## config.mk

```make
export PLATFORM = sky130hd
export DESIGN_NAME = rot_btn_input_conditioner_flat
export DESIGN_NICKNAME = d
export VERILOG_FILES = /design/src/rtl/rot_btn_input_conditioner_pkg.sv /design/src/rtl/rot_btn_input_conditioner_if.sv /design/src/rtl/rot_btn_input_conditioner_debounce.sv /design/src/rtl/rot_btn_input_conditioner.sv /design/src/flat_wrapper.sv
export SDC_FILE = /design/constraint.sdc
export NUM_CORES = 1
export LEC_CHECK = 0
export BUFFER_PORTS_ARGS = -buffer_cell sky130_fd_sc_hd__buf_4
export CELL_PAD_IN_SITES_DETAIL_PLACEMENT = 0
export CELL_PAD_IN_SITES_GLOBAL_PLACEMENT = 1
export CORE_ASPECT_RATIO = 1.2
export CORE_MARGIN = 1.5
export CORE_UTILIZATION = 40
export CTS_BUF_LIST = sky130_fd_sc_hd__clkbuf_8
export CTS_CLUSTER_DIAMETER = 120
export DETAILED_ROUTE_END_ITERATION = 16
export PLACE_DENSITY_LB_ADDON = 0.1
export SETUP_SLACK_MARGIN = 0.3
export SKIP_LAST_GASP = 1
export SLEW_MARGIN = 20
export SYNTH_ARGS = -nofsm -noshare
export SYNTH_HDL_FRONTEND = slang
export SYNTH_SLANG_ARGS = --single-unit
```

## constraint.sdc

```tcl
create_clock -name clk_in -period 2.9 [get_ports clk_in]
set_clock_uncertainty 0.1 [all_clocks]
set_input_delay 0.29 -clock clk_in [delete_from_list [all_inputs] [get_ports clk_in]]
set_output_delay 0.29 -clock clk_in [all_outputs]
set_load 0.01 [all_outputs]
```

## src/rtl/rot_btn_input_conditioner_pkg.sv

```systemverilog
// rot_input_pkg: shared definitions for the rotary/button input conditioner.
//   - default debounce length
//   - event codes carried on evt_code
//   - quadrature decoder state encoding
// Optional feature macro used by the slice: ROT_POS_ACCUM_EN (detent accumulator).
package rot_input_pkg;

  localparam int unsigned DEB_CYCLES_DEFAULT = 50000;

  localparam logic [1:0] EVT_NONE  = 2'b00;
  localparam logic [1:0] EVT_CW    = 2'b01;
  localparam logic [1:0] EVT_CCW   = 2'b10;
  localparam logic [1:0] EVT_PRESS = 2'b11;

  typedef enum logic [2:0] {
    Q_IDLE,
    Q_CW1,
    Q_CW2,
    Q_CW3,
    Q_CCW1,
    Q_CCW2,
    Q_CCW3
  } quad_state_t;

endpackage

```

## src/rtl/rot_btn_input_conditioner_if.sv

```systemverilog
// rot_btn_input_conditioner_if: event hand-off between the input conditioner
// and the MCU.
//   ack       : MCU consumes the held event
//   evt_valid : holding register contains an event
//   evt_code  : event code (00 when evt_valid=0)
//   overrun   : sticky dropped-event flag
//   btn_level : debounced button level
//   position  : signed detent accumulator (only with ROT_POS_ACCUM_EN)
// master = conditioner (event source), slave = MCU (event sink).
interface rot_btn_input_conditioner_if;
  logic       ack;
  logic       evt_valid;
  logic [1:0] evt_code;
  logic       overrun;
  logic       btn_level;
`ifdef ROT_POS_ACCUM_EN
  logic [7:0] position;
`endif

`ifdef ROT_POS_ACCUM_EN
  modport master (input ack, output evt_valid, output evt_code, output overrun,
                  output btn_level, output position);
  modport slave  (output ack, input evt_valid, input evt_code, input overrun,
                  input btn_level, input position);
`else
  modport master (input ack, output evt_valid, output evt_code, output overrun,
                  output btn_level);
  modport slave  (output ack, input evt_valid, input evt_code, input overrun,
                  input btn_level);
`endif
endinterface

```

## src/rtl/rot_btn_input_conditioner_debounce.sv

```systemverilog
// input_debounce: 2-flop synchronizer followed by a counting debouncer.
//   clk_i    : clock
//   rst_ni   : asynchronous active-low reset
//   raw_i    : raw asynchronous pin
//   stable_o : debounced level
// The stable level flips only after the synced input has differed from it for
// DEB_CYCLES consecutive clocks.
module input_debounce
  import rot_input_pkg::*;
#(
  parameter int unsigned DEB_CYCLES = DEB_CYCLES_DEFAULT,
  parameter int unsigned CNT_W      = 16
) (
  input  logic clk_i,
  input  logic rst_ni,
  input  logic raw_i,
  output logic stable_o
);

  localparam logic [CNT_W-1:0] CNT_LAST = CNT_W'(DEB_CYCLES - 1);

  logic [1:0]       sync_q;
  logic             synced;
  logic             stable_q, stable_d;
  logic [CNT_W-1:0] cnt_q, cnt_d;

  assign synced = sync_q[1];

  always_ff @(posedge clk_i or negedge rst_ni) begin
    if (!rst_ni) begin
      sync_q   <= '0;
      stable_q <= 1'b0;
      cnt_q    <= '0;
    end else begin
      sync_q   <= {sync_q[0], raw_i};
      stable_q <= stable_d;
      cnt_q    <= cnt_d;
    end
  end

  always_comb begin
    stable_d = stable_q;
    cnt_d    = cnt_q;
    if (synced == stable_q) begin
      cnt_d = '0;
    end else if (cnt_q == CNT_LAST) begin
      stable_d = synced;
      cnt_d    = '0;
    end else begin
      cnt_d = cnt_q + CNT_W'(1);
    end
  end

  assign stable_o = stable_q;

endmodule

```

## src/rtl/rot_btn_input_conditioner.sv

```systemverilog
// rot_btn_input_conditioner: MCU input front end.
//   clk_in        : system clock (rising edge)
//   nClear        : asynchronous active-low reset
//   btn           : raw push-button (active high)
//   rot_a, rot_b  : raw quadrature encoder channels
//   evt (master)  : ack / evt_valid / evt_code / overrun / btn_level [/ position]
// Debounces all three pins, decodes full quadrature detents into CW/CCW,
// detects button presses and presents events through a one-entry valid/ack
// holding register. Define ROT_POS_ACCUM_EN to add the 8-bit signed detent
// accumulator on evt.position.
module rot_btn_input_conditioner
  import rot_input_pkg::*;
#(
  parameter int unsigned DEB_CYCLES = DEB_CYCLES_DEFAULT,
  parameter int unsigned CNT_W      = 16
) (
  input  logic                          clk_in,
  input  logic                          nClear,
  input  logic                          btn,
  input  logic                          rot_a,
  input  logic                          rot_b,
  rot_btn_input_conditioner_if.master   evt
);

  logic a_deb, b_deb, btn_deb;
  logic [1:0] ab;

  input_debounce #(.DEB_CYCLES(DEB_CYCLES), .CNT_W(CNT_W)) u_deb_a (
    .clk_i(clk_in), .rst_ni(nClear), .raw_i(rot_a), .stable_o(a_deb)
  );
  input_debounce #(.DEB_CYCLES(DEB_CYCLES), .CNT_W(CNT_W)) u_deb_b (
    .clk_i(clk_in), .rst_ni(nClear), .raw_i(rot_b), .stable_o(b_deb)
  );
  input_debounce #(.DEB_CYCLES(DEB_CYCLES), .CNT_W(CNT_W)) u_deb_btn (
    .clk_i(clk_in), .rst_ni(nClear), .raw_i(btn), .stable_o(btn_deb)
  );

  assign ab = {a_deb, b_deb};

  // Quadrature decoder
  quad_state_t state_q, state_d;
  logic        cw_d, ccw_d;
  logic        cw_q, ccw_q;

  always_ff @(posedge clk_in or negedge nClear) begin
    if (!nClear) begin
      state_q <= Q_IDLE;
    end else begin
      state_q <= state_d;
    end
  end

  // Unlisted inputs (including two-bit jumps) hold the current state.
  always_comb begin
    state_d = state_q;
    unique case (state_q)
      Q_IDLE: begin
        if (ab == 2'b10)      state_d = Q_CW1;
        else if (ab == 2'b01) state_d = Q_CCW1;
      end
      Q_CW1: begin
        if (ab == 2'b11)      state_d = Q_CW2;
        else if (ab == 2'b00) state_d = Q_IDLE;
      end
      Q_CW2: begin
        if (ab == 2'b01)      state_d = Q_CW3;
        else if (ab == 2'b10) state_d = Q_CW1;
      end
      Q_CW3: begin
        if (ab == 2'b00)      state_d = Q_IDLE;
        else if (ab == 2'b11) state_d = Q_CW2;
      end
      Q_CCW1: begin
        if (ab == 2'b11)      state_d = Q_CCW2;
        else if (ab == 2'b00) state_d = Q_IDLE;
      end
      Q_CCW2: begin
        if (ab == 2'b10)      state_d = Q_CCW3;
        else if (ab == 2'b01) state_d = Q_CCW1;
      end
      Q_CCW3: begin
        if (ab == 2'b00)      state_d = Q_IDLE;
        else if (ab == 2'b11) state_d = Q_CCW2;
      end
      default: state_d = Q_IDLE;
    endcase
  end

  always_comb begin
    cw_d  = 1'b0;
    ccw_d = 1'b0;
    if ((state_q == Q_CW3) && (ab == 2'b00))  cw_d  = 1'b1;
    if ((state_q == Q_CCW3) && (ab == 2'b00)) ccw_d = 1'b1;
  end

  // Registered event pulses: decoder emits and button rising edge
  logic btn_prev_q, press_q;

  always_ff @(posedge clk_in or negedge nClear) begin
    if (!nClear) begin
      cw_q       <= 1'b0;
      ccw_q      <= 1'b0;
      btn_prev_q <= 1'b0;
      press_q    <= 1'b0;
    end else begin
      cw_q       <= cw_d;
      ccw_q      <= ccw_d;
      btn_prev_q <= btn_deb;
      press_q    <= btn_deb & ~btn_prev_q;
    end
  end

  // Holding register
  logic       valid_q, valid_d;
  logic [1:0] code_q, code_d;
  logic       overrun_q, overrun_d;
  logic       rot_evt, new_evt, can_load, drop;
  logic [1:0] new_code;

  assign rot_evt  = cw_q | ccw_q;
  assign new_evt  = press_q | rot_evt;
  assign new_code = press_q ? EVT_PRESS : (cw_q ? EVT_CW : EVT_CCW);
  assign can_load = ~valid_q | evt.ack;
  // A rotation coinciding with a press loses to the press and counts as dropped.
  assign drop     = (new_evt & ~can_load) | (press_q & rot_evt);

  always_comb begin
    valid_d   = valid_q;
    code_d    = code_q;
    overrun_d = overrun_q;
    if (new_evt && can_load) begin
      valid_d = 1'b1;
      code_d  = new_code;
    end else if (valid_q && evt.ack) begin
      valid_d = 1'b0;
      code_d  = EVT_NONE;
    end
    if (drop)          overrun_d = 1'b1;
    else if (evt.ack)  overrun_d = 1'b0;
  end

  always_ff @(posedge clk_in or negedge nClear) begin
    if (!nClear) begin
      valid_q   <= 1'b0;
      code_q    <= EVT_NONE;
      overrun_q <= 1'b0;
    end else begin
      valid_q   <= valid_d;
      code_q    <= code_d;
      overrun_q <= overrun_d;
    end
  end

  assign evt.evt_valid = valid_q;
  assign evt.evt_code  = code_q;
  assign evt.overrun   = overrun_q;
  assign evt.btn_level = btn_deb;

`ifdef ROT_POS_ACCUM_EN
  // Counts every decoded detent, independent of holding-register drops.
  logic [7:0] pos_q, pos_d;

  always_comb begin
    pos_d = pos_q;
    if (cw_q)       pos_d = pos_q + 8'd1;
    else if (ccw_q) pos_d = pos_q - 8'd1;
  end

  always_ff @(posedge clk_in or negedge nClear) begin
    if (!nClear) begin
      pos_q <= '0;
    end else begin
      pos_q <= pos_d;
    end
  end

  assign evt.position = pos_q;
`endif

endmodule
```

## src/flat_wrapper.sv

```systemverilog
// flat-port wrapper written by rule: the top's interface ports become plain ports
module rot_btn_input_conditioner_flat import rot_input_pkg::*;
#(
  parameter int unsigned DEB_CYCLES = DEB_CYCLES_DEFAULT,
  parameter int unsigned CNT_W      = 16
)
  (clk_in, nClear, btn, rot_a, rot_b, evt_ack, evt_evt_valid, evt_evt_code, evt_overrun, evt_btn_level);
  rot_btn_input_conditioner_if evt_i ();
  input  logic clk_in;
  input  logic nClear;
  input  logic btn;
  input  logic rot_a;
  input  logic rot_b;
  input wire logic [$bits(evt_i.ack)-1:0] evt_ack;
  output wire logic [$bits(evt_i.evt_valid)-1:0] evt_evt_valid;
  output wire logic [$bits(evt_i.evt_code)-1:0] evt_evt_code;
  output wire logic [$bits(evt_i.overrun)-1:0] evt_overrun;
  output wire logic [$bits(evt_i.btn_level)-1:0] evt_btn_level;
  assign evt_i.ack = evt_ack;
  assign evt_evt_valid = evt_i.evt_valid;
  assign evt_evt_code = evt_i.evt_code;
  assign evt_overrun = evt_i.overrun;
  assign evt_btn_level = evt_i.btn_level;
  rot_btn_input_conditioner #(.DEB_CYCLES(DEB_CYCLES), .CNT_W(CNT_W)) u_core (.clk_in(clk_in), .nClear(nClear), .btn(btn), .rot_a(rot_a), .rot_b(rot_b), .evt(evt_i));
endmodule
```

==> results of run 1 <==
==> power by group <==
part	switching, mW	internal [mW]	leakage [nW]	total, mW
Sequential	0.0124	0.964	0.928	0.976
Clock	0.343	0.386	0.101	0.729
Combinational	0.0388	0.0219	0.426	0.0606
Total	0.394	1.37	1.45	1.77
==> registers in the layout (all words and copies together), names as in the netlist <==
signal,flops
u_core.u_deb_btn.cnt_q,16
u_core.btn_prev_q,1
u_core.evt.evt_valid,1
u_core.u_deb_a.stable_o,1
u_core.u_deb_b.sync_q,2
u_core.evt.evt_code,2
u_core.state_q,3
u_core.u_deb_btn.sync_q,2
u_core.press_q,1
u_core.ccw_q,1
u_core.u_deb_btn.stable_o,1
u_core.evt.overrun,1
u_core.u_deb_a.sync_q,2
u_core.u_deb_b.cnt_q,16
u_core.u_deb_b.stable_o,1
u_core.cw_q,1
u_core.u_deb_a.cnt_q,16
==> routing by layer <==
metal | vias up | GRT usage, %
met5 | - | 0
met4 | 0 | 7.82
met3 | 11 | 3.19
met2 | 30 | 23.4
met1 | 1046 | 20.2
li1 | 1114 | -
==> logic make-up after synthesis <==
family	Yosys count	synth area share, %
fa+ha+maj	3	1.18
compound gates	22	4.41
mux	5	1.69
flops	68	53.5
buf+inv	21	2.76
simple gates	151	24.6
xor+xnor	43	11.9
==> cell type report <==
type                            count  area share (%)
Multi-Input combinational cell    224            39.1
Sequential cell                    68            47.9
Inverter                           11            1.16
Clock inverter                      7            1.69
Clock buffer                        9            3.49
Tap cell                           92            3.24
Timing Repair Buffer               15            3.45
==> cells in the mapped netlist, types with 2 or more instances <==
cell type  instances  area [sq um]
o21ai_0            7          35.0
ha_1               3          37.5
and3_1             4          25.0
mux2i_1            2          20.0
o22ai_1            3          18.8
buf_2              3          15.0
mux2_2             3          33.8
nand4_1           12          75.1
nor2_1            58           218
nand3b_1           2          15.0
nor2b_1            2          12.5
nor4bb_1           4          40.0
a21oi_1            5          25.0
nor4_1            15          93.8
dfrtp_1           68          1700
nand2b_1           4          25.0
clkbuf_1           5          18.8
inv_1             11          41.3
nand4b_1           2          17.5
xor2_1            10          87.6
nand2_1           16          60.1
nor3_1            10          50.1
nor4b_1            2          17.5
and4_1             2          17.5
nand3_1           13          65.1
xnor2_1           33           289
==> cell usage in the layout, fill, tap and decap left out, types with 2 or more instances in the layout <==
master	instances
nand3_1	13
nand3b_1	2
inv_1	13
nor3_1	10
mux2i_1	2
clkbuf_8	9
nand4_1	12
buf_4	11
nand2_1	16
nor4_1	15
and4_1	2
nor4b_1	2
dfrtp_1	68
dlygate4sd3_1	4
ha_1	3
nor2b_1	2
and3_1	4
o22ai_1	3
mux2_2	3
nor4bb_1	4
xor2_1	10
nand2b_1	4
xnor2_1	33
clkinv_2	3
nand4b_1	2
a21oi_1	5
nor2_1	58
o21ai_0	7
==> metrics by stage <==
stage          worst slack [ns]  utilization (%)
2_1_floorplan              1.29                -
3_3_place_gp              0.787             43.2
3_5_place_dp              0.837             43.2
4_1_cts                   0.845             46.1
5_1_grt                   0.669             46.1
6_report                  0.863             46.1
==> worst max path at each step <==
stage,from,end,slack (ns)
6_report,u_core.u_deb_b.cnt_q[0]$_DFF_PN0_,u_core.u_deb_b.cnt_q[15]$_DFF_PN0_,0.86
4_1_cts,u_core.u_deb_b.cnt_q[0]$_DFF_PN0_,u_core.u_deb_b.cnt_q[15]$_DFF_PN0_,0.84
5_1_grt,u_core.u_deb_b.cnt_q[0]$_DFF_PN0_,u_core.u_deb_b.cnt_q[15]$_DFF_PN0_,0.67
3_3_place_gp,u_core.u_deb_b.cnt_q[0]$_DFF_PN0_,u_core.u_deb_b.cnt_q[15]$_DFF_PN0_,0.79
3_5_place_dp,u_core.u_deb_b.cnt_q[0]$_DFF_PN0_,u_core.u_deb_b.cnt_q[15]$_DFF_PN0_,0.84
2_1_floorplan,u_core.u_deb_a.cnt_q[0]$_DFF_PN0_,u_core.u_deb_a.cnt_q[10]$_DFF_PN0_,1.29
==> flow_metrics.tcl, run 1 <==
set metrics [dict create \
    cts_buffers 9 \
    antenna_cells 0 \
    reg2reg_depth 5 \
    r2r-end "u_core.u_deb_b.cnt_q[15]$_DFF_PN0_" \
    cp_num_cells 5 \
    final_area_sq_mm 0.00355 \
    worst_ep_arrival_time_ns 2.17 \
    p_leak_nw 1.45 \
    rows 35 \
    path_max_fanout 14 \
    cts-root-buf "clkbuf_8" \
    fin_setup_tns_ns 0 \
    hold_viol 0 \
    netlist_instances 313 \
    synth_seq_area_share_pct 53.5 \
    grt_pass1_wl_um 10100 \
    worstHoldStart "evt_ack" \
    initial_core_util_pct 41.2 \
    first_global_vias 2177 \
    maxSlewHeadroom_pct 44.1 \
    clock_latency_ns 0.34 \
    min_period_ns 2.04 \
    peakVddDrop_v 0.000258 \
    place_area_sq_mm 0.00333 \
    netlist_area_sq_mm 0.00318 \
    vias_per_cell 5.17 \
    drv_cap 0 \
    io_buffer_count 10 \
    post_cts_resized 0 \
    seqCellArea_sq_mm 0.00170 \
    hpwl_um 3730 \
    power_mw 1.77 \
    die_x_um 84.4 \
    grt_start_max_net_pins 69 \
    criticalPathCategory "flip-flop to flip-flop" \
    cp_num_buf_inv 0 \
    post-route-period-util_pct 70.2 \
    cpLargestDelayFamily "simple AND/OR/NAND/NOR gates" \
    end_kind "flip-flop" \
    cts_setup_buffers 0 \
    drt_wl_total_um 5700 \
    clockBufferDepth 2 \
    grt.overflow.total 0 \
    ys_types 40 \
    dr_wl_met3_um 144 \
    tightest_slew_ns 0.839 \
    syn-num-nets 322 \
    holdWs_ns 0.0692 \
    synthFlopType "dfrtp_1" \
    fin_nets 338 \
    worst_path_largest_cell_delay_ns 0.41 \
    die_area_sq_mm 0.00849 \
    drc 0 \
    num_vias 2201 \
    io-pin-count 11 \
    reg2reg_slack_ns 0.86 \
    drtPass1Iterations 4 \
    antenna_found_initial 0 \
    fmax_mhz 491 \
    grt.total_usage_pct 15.1 \
    ant_nets 0 \
    multi_input_area_sq_mm 0.00139 \
    worst_path_max_delay_cell "nand2_1" \
    setup_violations 0 \
    async_flop_share_pct 100 \
    syn_area_per_cell_sq_um 10.2 \
    cts_hold_buffers 4 \
    path_cells "ha_1 > nand3_1 > nand4b_1 > nand2_1 > o21ba_2" \
    ys_ff_latch 68 \
    wl_met2_um 2620 \
    holdCritPathClass "primary input to flip-flop" \
    coreArea_sq_mm 0.00771 \
    synth_edf_count 0 \
    dieHeight_um 101 \
    nFillCells 747 \
    cts.reportedPaths.clkPinSlew_ns 0.07 \
    power_density_mw_per_mm2 497 \
    placed_cells 406 \
    drive_above_1_share_pct 9.88 \
    status "finished, final reports clean" \
    wl_met1_um 2790 \
    hold_end "u_core.evt.overrun$_DFFE_PN0P_" \
    highest_layer "met4" \
    gp_congestion 0.801 \
    reg2reg_from "u_core.u_deb_b.cnt_q[0]$_DFF_PN0_" \
    start_kind "flip-flop" \
    syn_to_final_growth_pct 11.8 \
    rsz0062_at_grt "false" \
    stdcell_count 426 \
    htreeDepth 3 \
    cts.sinks 68 \
    worstPathRequired_ns 3.03 \
    drt_iter0_drc 76 \
    maxSlewViolCount 0 \
    wl_per_cell_um 13.4 \
    ys.warnings.count 0 \
    cts_tree "yes" \
    whs_path_depth 2 \
]
(Power assumes the default switching activity.)
==> run 2: changes to the inputs <==
==> constraint.sdc (replaced) <==
create_clock -name clk_in -period 2.1 [get_ports clk_in]
set_clock_uncertainty 0.1 [all_clocks]
set_input_delay 0.21 -clock clk_in [delete_from_list [all_inputs] [get_ports clk_in]]
set_output_delay 0.21 -clock clk_in [all_outputs]
set_load 0.01 [all_outputs]
==> run 2 against run 1 <==
  * Utilization rose by 1.4 points
  * Global-route usage rose by 0.68 points
  * Sequential cell count did not move
  * Sequential power rose by 38%
  * First-iteration DRC count fell by 11%
  * Non-clock buffer count rose by 9
  * Worst setup slack got worse by 0.42 ns
  * Highest routed layer unchanged
  * Largest power group unchanged
  * Clock-buffer cell count rose by 1
  * Final cell count rose by 2.1%
  * Maximum frequency rose by 23%
==> flow_metrics.tcl, run 2 (synthesis gave the netlist of run 1 again) <==
set metrics [dict create \
    gp_congestion 0.764 \
    wl_per_cell_um 13.5 \
    die_x_um 84.4 \
    syn_to_final_growth_pct 15.2 \
    min_period_ns 1.65 \
    vias_per_cell 5.17 \
    setup_violations 0 \
    nFillCells 730 \
    holdCritPathClass "primary input to asynchronous set/reset pin" \
    criticalPathCategory "flip-flop to flip-flop" \
    reg2reg_depth 5 \
    fin_nets 347 \
    worstPathRequired_ns 2.23 \
    first_global_vias 2287 \
    drtPass1Iterations 4 \
    drv_cap 0 \
    grt-busiest-layer "met2" \
    power_density_mw_per_mm2 697 \
    initial_core_util_pct 41.2 \
    worst_path_max_delay_cell "dfrtp_1" \
    grt.total_usage_pct 15.8 \
    dp_slack_ns 0.407 \
    peakVddDrop_v 0.000406 \
    drt_wl_total_um 5860 \
    cts.sinks 68 \
    clockBufferDepth 2 \
    status "finished, final reports clean" \
    cts_tree "yes" \
    worst_path_largest_cell_delay_ns 0.40 \
    end_kind "flip-flop" \
    cts_buffers 9 \
    path_cells "ha_1 > nand3_2 > nor4_1 > xnor2_1 > nor2_1" \
    drt_iter0_drc 68 \
    final_util_pct 47.5 \
    gr-usage-met1_pct 20.9 \
    io_buffer_count 10 \
    reg2reg_slack_ns 0.45 \
    grt.overflow.total 0 \
    layout_common_cells "dfrtp_1 (67), nor2_1 (58), xnor2_1 (33)" \
    met3_usage_pct 3.28 \
    rsz0062_at_grt "true" \
    clock_latency_ns 0.35 \
    worst_ep_arrival_time_ns 1.78 \
    hpwl_um 3870 \
    drive_above_1_share_pct 12.8 \
    drc 0 \
    reg2reg_from "u_core.u_deb_btn.cnt_q[0]$_DFF_PN0_" \
    die_area_sq_mm 0.00849 \
    cts-root-buf "clkbuf_8" \
    tightest_slew_ns 0.418 \
    num_vias 2251 \
    htreeDepth 3 \
    mostFrequentLayoutCell "dfrtp_1" \
    cpLargestDelayFamily "simple AND/OR/NAND/NOR gates" \
    fin_setup_tns_ns 0 \
    grt_pass1_wl_um 10700 \
    worst_slack_ns 0.446 \
    start_kind "flip-flop" \
    grt_start_max_net_pins 38 \
    antenna_found_initial 0 \
    cp_num_buf_inv 0 \
    hold_viol 0 \
    fmax_mhz 604 \
    rows 35 \
    post-route-period-util_pct 78.8 \
    maxSlewViolCount 0 \
    ant_nets 0 \
    coreArea_sq_mm 0.00771 \
    p_leak_nw 1.49 \
    maxSlewHeadroom_pct 72.1 \
    dieHeight_um 101 \
    r2r-end "u_core.u_deb_btn.cnt_q[12]$_DFF_PN0_" \
    grtUsageMet2_pct 24.4 \
    path_max_fanout 8 \
    antenna_cells 0 \
    reg.largest.list "u_core.u_deb_a.cnt_q (16), u_core.u_deb_b.cnt_q (16), u_core.u_deb_btn.cnt_q (16)" \
    io-pin-count 11 \
    cts.reportedPaths.clkPinSlew_ns 0.08 \
]
## run 2: cell count changes in the layout (fill, tap and decap cells not counted), sizes merged
| cell | before | now |
|---|---|---|
| clkbuf | 9 | 10 |
| buf | 11 | 19 |
| inv | 13 | 12 |
| clkinv | 3 | 1 |
| clkinvlp | 1 | 3 |
| dlygate4sd3 | 4 | 5 |
## run 2: worst max path at each step
stage,from,cells past startpoint,to
after global placement,u_core.u_deb_b.cnt_q[10]$_DFF_PN0_,5,u_core.u_deb_b.cnt_q[15]$_DFF_PN0_
after CTS,u_core.u_deb_b.cnt_q[10]$_DFF_PN0_,5,u_core.u_deb_b.cnt_q[15]$_DFF_PN0_
after detailed placement,u_core.u_deb_b.cnt_q[10]$_DFF_PN0_,5,u_core.u_deb_b.cnt_q[15]$_DFF_PN0_
after global routing,u_core.u_deb_btn.cnt_q[0]$_DFF_PN0_,5,u_core.u_deb_btn.cnt_q[14]$_DFF_PN0_
final,u_core.u_deb_btn.cnt_q[0]$_DFF_PN0_,5,u_core.u_deb_btn.cnt_q[12]$_DFF_PN0_
after floorplan,u_core.u_deb_a.cnt_q[0]$_DFF_PN0_,6,u_core.u_deb_a.cnt_q[10]$_DFF_PN0_
## run 2: stage by stage
| step | area (sq um) | hold slack, ns | power [mW] | instances |
|---|---|---|---|---|
| 3_5_place_dp | 3390 | 0.0805 | 1.47 | 413 |
| 3_3_place_gp | 3390 | 0.0848 | 1.47 | 413 |
| 5_1_grt | 3660 | 0.254 | 2.66 | 435 |
| 6_report | 3660 | 0.233 | 2.55 | 435 |
| 4_1_cts | 3650 | 0.243 | 2.60 | 434 |
| 2_1_floorplan | 3180 | -0.186 | 1.41 | 313 |
## run 2: layout make-up
class	instances	area [sq um]	share of cell area, %
tap	92	115	3.14
clock inverter	6	65.1	1.78
timing repair buffer	24	205	5.60
sequential	68	1700	46.5
clock buffer	10	138	3.76
inverter	11	41.3	1.13
multi-input combinational	224	1390	38.1
## run 2: worst register-to-register path, stage by stage (launching register included)
cell and delay, ns:
dfrtp_1 0.40, ha_1 0.22, nand3_2 0.20, nor4_1 0.38, xnor2_1 0.16, nor2_1 0.07
## run 2: per-layer routing
| layer | vias to the layer above | share of wire [%] |
|---|---|---|
| met5 | - | 0 |
| li1 | 1133 | - |
| met1 | 1081 | 50 |
| met3 | 13 | 2.2 |
| met4 | 0 | 2.7 |
| met2 | 24 | 46 |
## run 2: report_power, final
part,leakage [nW],internal [mW],total (mW),switching [mW]
logic,0.471,0.0408,0.0981,0.0573
clock network,0.0959,0.578,1.11,0.528
registers,0.926,1.33,1.35,0.0173
## run 2: repair_timing
action	in CTS	in global routing
hold endpoints to repair	35	0
setup endpoints to repair	0	18
hold buffers	5	0
resized for setup	0	2
setup buffers	0	1
==> run 3: changes to the inputs <==
==> constraint.sdc (replaced) <==
create_clock -name clk_in -period 1.6 [get_ports clk_in]
set_clock_uncertainty 0.1 [all_clocks]
set_input_delay 0.16 -clock clk_in [delete_from_list [all_inputs] [get_ports clk_in]]
set_output_delay 0.16 -clock clk_in [all_outputs]
set_load 0.01 [all_outputs]
==> run 3 against run 2 <==
  * Worst hold slack worse by 0.091 ns
  * Critical path depth is the same
  * Design area up 25%
  * Non-clock buffer count grew 51
  * Final cell count up 12%
  * Utilization rose by 12 points
  * Clock-buffer cell count stayed put
  * Combinational power is 110% higher
  * Via count up 11%
  * Maximum frequency increased by 3.6%
  * Sequential power grew 31%
  * Register-to-register slack worse by 0.44 ns
  * Critical path type unchanged
  * Critical endpoint is now u_core.u_deb_a.cnt_q[15]$_DFF_PN0_
==> flow_metrics.tcl, run 3 (synthesis gave the netlist of run 1 again) <==
set metrics [dict create \
    status "finished, final reports clean" \
    mostFrequentLayoutCell "dfrtp_1" \
    grt_start_max_net_pins 32 \
    holdCritPathClass "primary input to asynchronous set/reset pin" \
    die_area_sq_mm 0.00849 \
    maxSlewHeadroom_pct 77.0 \
    first_global_vias 2593 \
    tightest_slew_ns 0.341 \
    drt_iter0_drc 76 \
    cts.sinks 68 \
    post-route-period-util_pct 99.8 \
    clockBufferDepth 2 \
    dp_slack_ns -0.0702 \
    grt_pass1_wl_um 12100 \
    criticalPathCategory "flip-flop to flip-flop" \
    fin_nets 399 \
    worst_path_max_delay_cell "or4_1" \
    coreArea_sq_mm 0.00771 \
    reg.largest.list "u_core.u_deb_a.cnt_q (16), u_core.u_deb_b.cnt_q (16), u_core.u_deb_btn.cnt_q (16)" \
    cts_buffers 9 \
    clock_latency_ns 0.33 \
    peakVddDrop_v 0.000579 \
    vias_per_cell 5.12 \
    worst_slack_ns 0.00361 \
    worst_path_largest_cell_delay_ns 0.42 \
    grt.overflow.total 0 \
    gp_congestion 0.794 \
    num_vias 2492 \
    rows 35 \
    wl_per_cell_um 14.3 \
    end_kind "flip-flop" \
    cpLargestDelayFamily "simple AND/OR/NAND/NOR gates" \
    drv_cap 0 \
    hold_viol 0 \
    htreeDepth 3 \
    path_cells "buf_6 > and4_4 > nand4_1 > or4_1 > a21oi_2" \
    p_leak_nw 1.86 \
    path_max_fanout 2 \
    antenna_cells 0 \
    power_density_mw_per_mm2 701 \
    drive_above_1_share_pct 44.6 \
    die_x_um 84.4 \
    io_buffer_count 10 \
    maxSlewViolCount 0 \
    layout_common_cells "dfrtp_1 (61), buf_4 (59), xnor2_1 (29)" \
    io-pin-count 11 \
    cts_tree "yes" \
    fmax_mhz 626 \
    drt_wl_total_um 6970 \
    holdWs_ns 0.141 \
    ant_nets 0 \
    drtPass1Iterations 4 \
    dieHeight_um 101 \
    cp_num_buf_inv 1 \
    min_period_ns 1.60 \
    final_util_pct 59.3 \
    worstPathRequired_ns 1.77 \
    setup_violations 0 \
    start_kind "flip-flop" \
    hpwl_um 4430 \
    drc 0 \
    antenna_found_initial 0 \
    rsz0062_at_grt "true" \
    power_mw 3.20 \
    worst_ep_arrival_time_ns 1.76 \
    syn_to_final_growth_pct 43.8 \
    initial_core_util_pct 41.2 \
    cts.reportedPaths.clkPinSlew_ns 0.08 \
    grt.total_usage_pct 18.0 \
    cts-root-buf "clkbuf_8" \
]
==> run 3: cell types whose count changed in the layout (fill, tap and decap cells not counted), sizes merged <==
| cell | change |
|---|---|
| bufinv | -1 |
| clkinv | +3 |
| clkinvlp | -2 |
| buf | +51 |
| nand2 | +1 |
==> run 3: through the flow <==
step	TNS (ns)	std cells	cell area, sq um
5_1_grt	-1.38	487	4570
3_5_place_dp	-0.951	443	3730
2_1_floorplan	0	313	3300
6_report	0	487	4570
3_3_place_gp	-0.758	443	3730
4_1_cts	0	486	4430
==> run 3: worst register-to-register path: stages, from the launching register on <==
cell and delay (ns):
dfrtp_1 0.41, buf_6 0.12, and4_4 0.23, nand4_1 0.12, or4_1 0.42, a21oi_2 0.13
==> run 3: layer usage <==
metal	track usage (%)	share of wire (%)	up-vias
met5	0	0	-
met4	8.68	2.3	0
met3	2.54	1.6	11
met2	30.3	51	22
met1	23.0	45	1215
li1	-	-	1244
==> run 3: area by class of cell <==
cell class / count / area [sq um]
clock buffers: 10 / 138
inverters: 11 / 41.3
repair buffers: 75 / 643
clock inverters: 6 / 31.3
flip-flops and latches: 68 / 1710
well taps: 92 / 115
fillers: 652 / 3140
multi-input cells: 225 / 1890
==> run 3: repair_timing <==
item | in CTS | in global routing
gates cloned | 1 | 0
resized for setup | 61 | 38
endpoints found under the hold margin | 72 | 0
setup buffers | 21 | 1
setup endpoints to repair | 50 | 53
pin swaps | 28 | 17
hold buffers | 5 | 0
==> run 3: report_power, final <==
part	switching (mW)	internal (mW)
combinational	0.108	0.0973
sequential	0.0284	1.75
clock	0.634	0.588
==> run 3: worst paths after layout <==
check                                              startpoint                                   end  slack, ns  cells after the start
max reg2reg                 u_core.u_deb_a.cnt_q[0]$_DFF_PN0_    u_core.u_deb_a.cnt_q[15]$_DFF_PN0_      0.004                      5
min in group clk_in        u_core.u_deb_a.sync_q[0]$_DFF_PN0_    u_core.u_deb_a.sync_q[1]$_DFF_PN0_       0.25                      0
max                         u_core.u_deb_a.cnt_q[0]$_DFF_PN0_    u_core.u_deb_a.cnt_q[15]$_DFF_PN0_      0.004                      5
min                                                    nClear  u_core.u_deb_btn.cnt_q[12]$_DFF_PN0_       0.14                      2
min reg2reg                u_core.u_deb_a.sync_q[0]$_DFF_PN0_    u_core.u_deb_a.sync_q[1]$_DFF_PN0_       0.25                      0
max in group asynchronous                              nClear         u_core.state_q[2]$_DFFE_PN0P_       0.69                      3
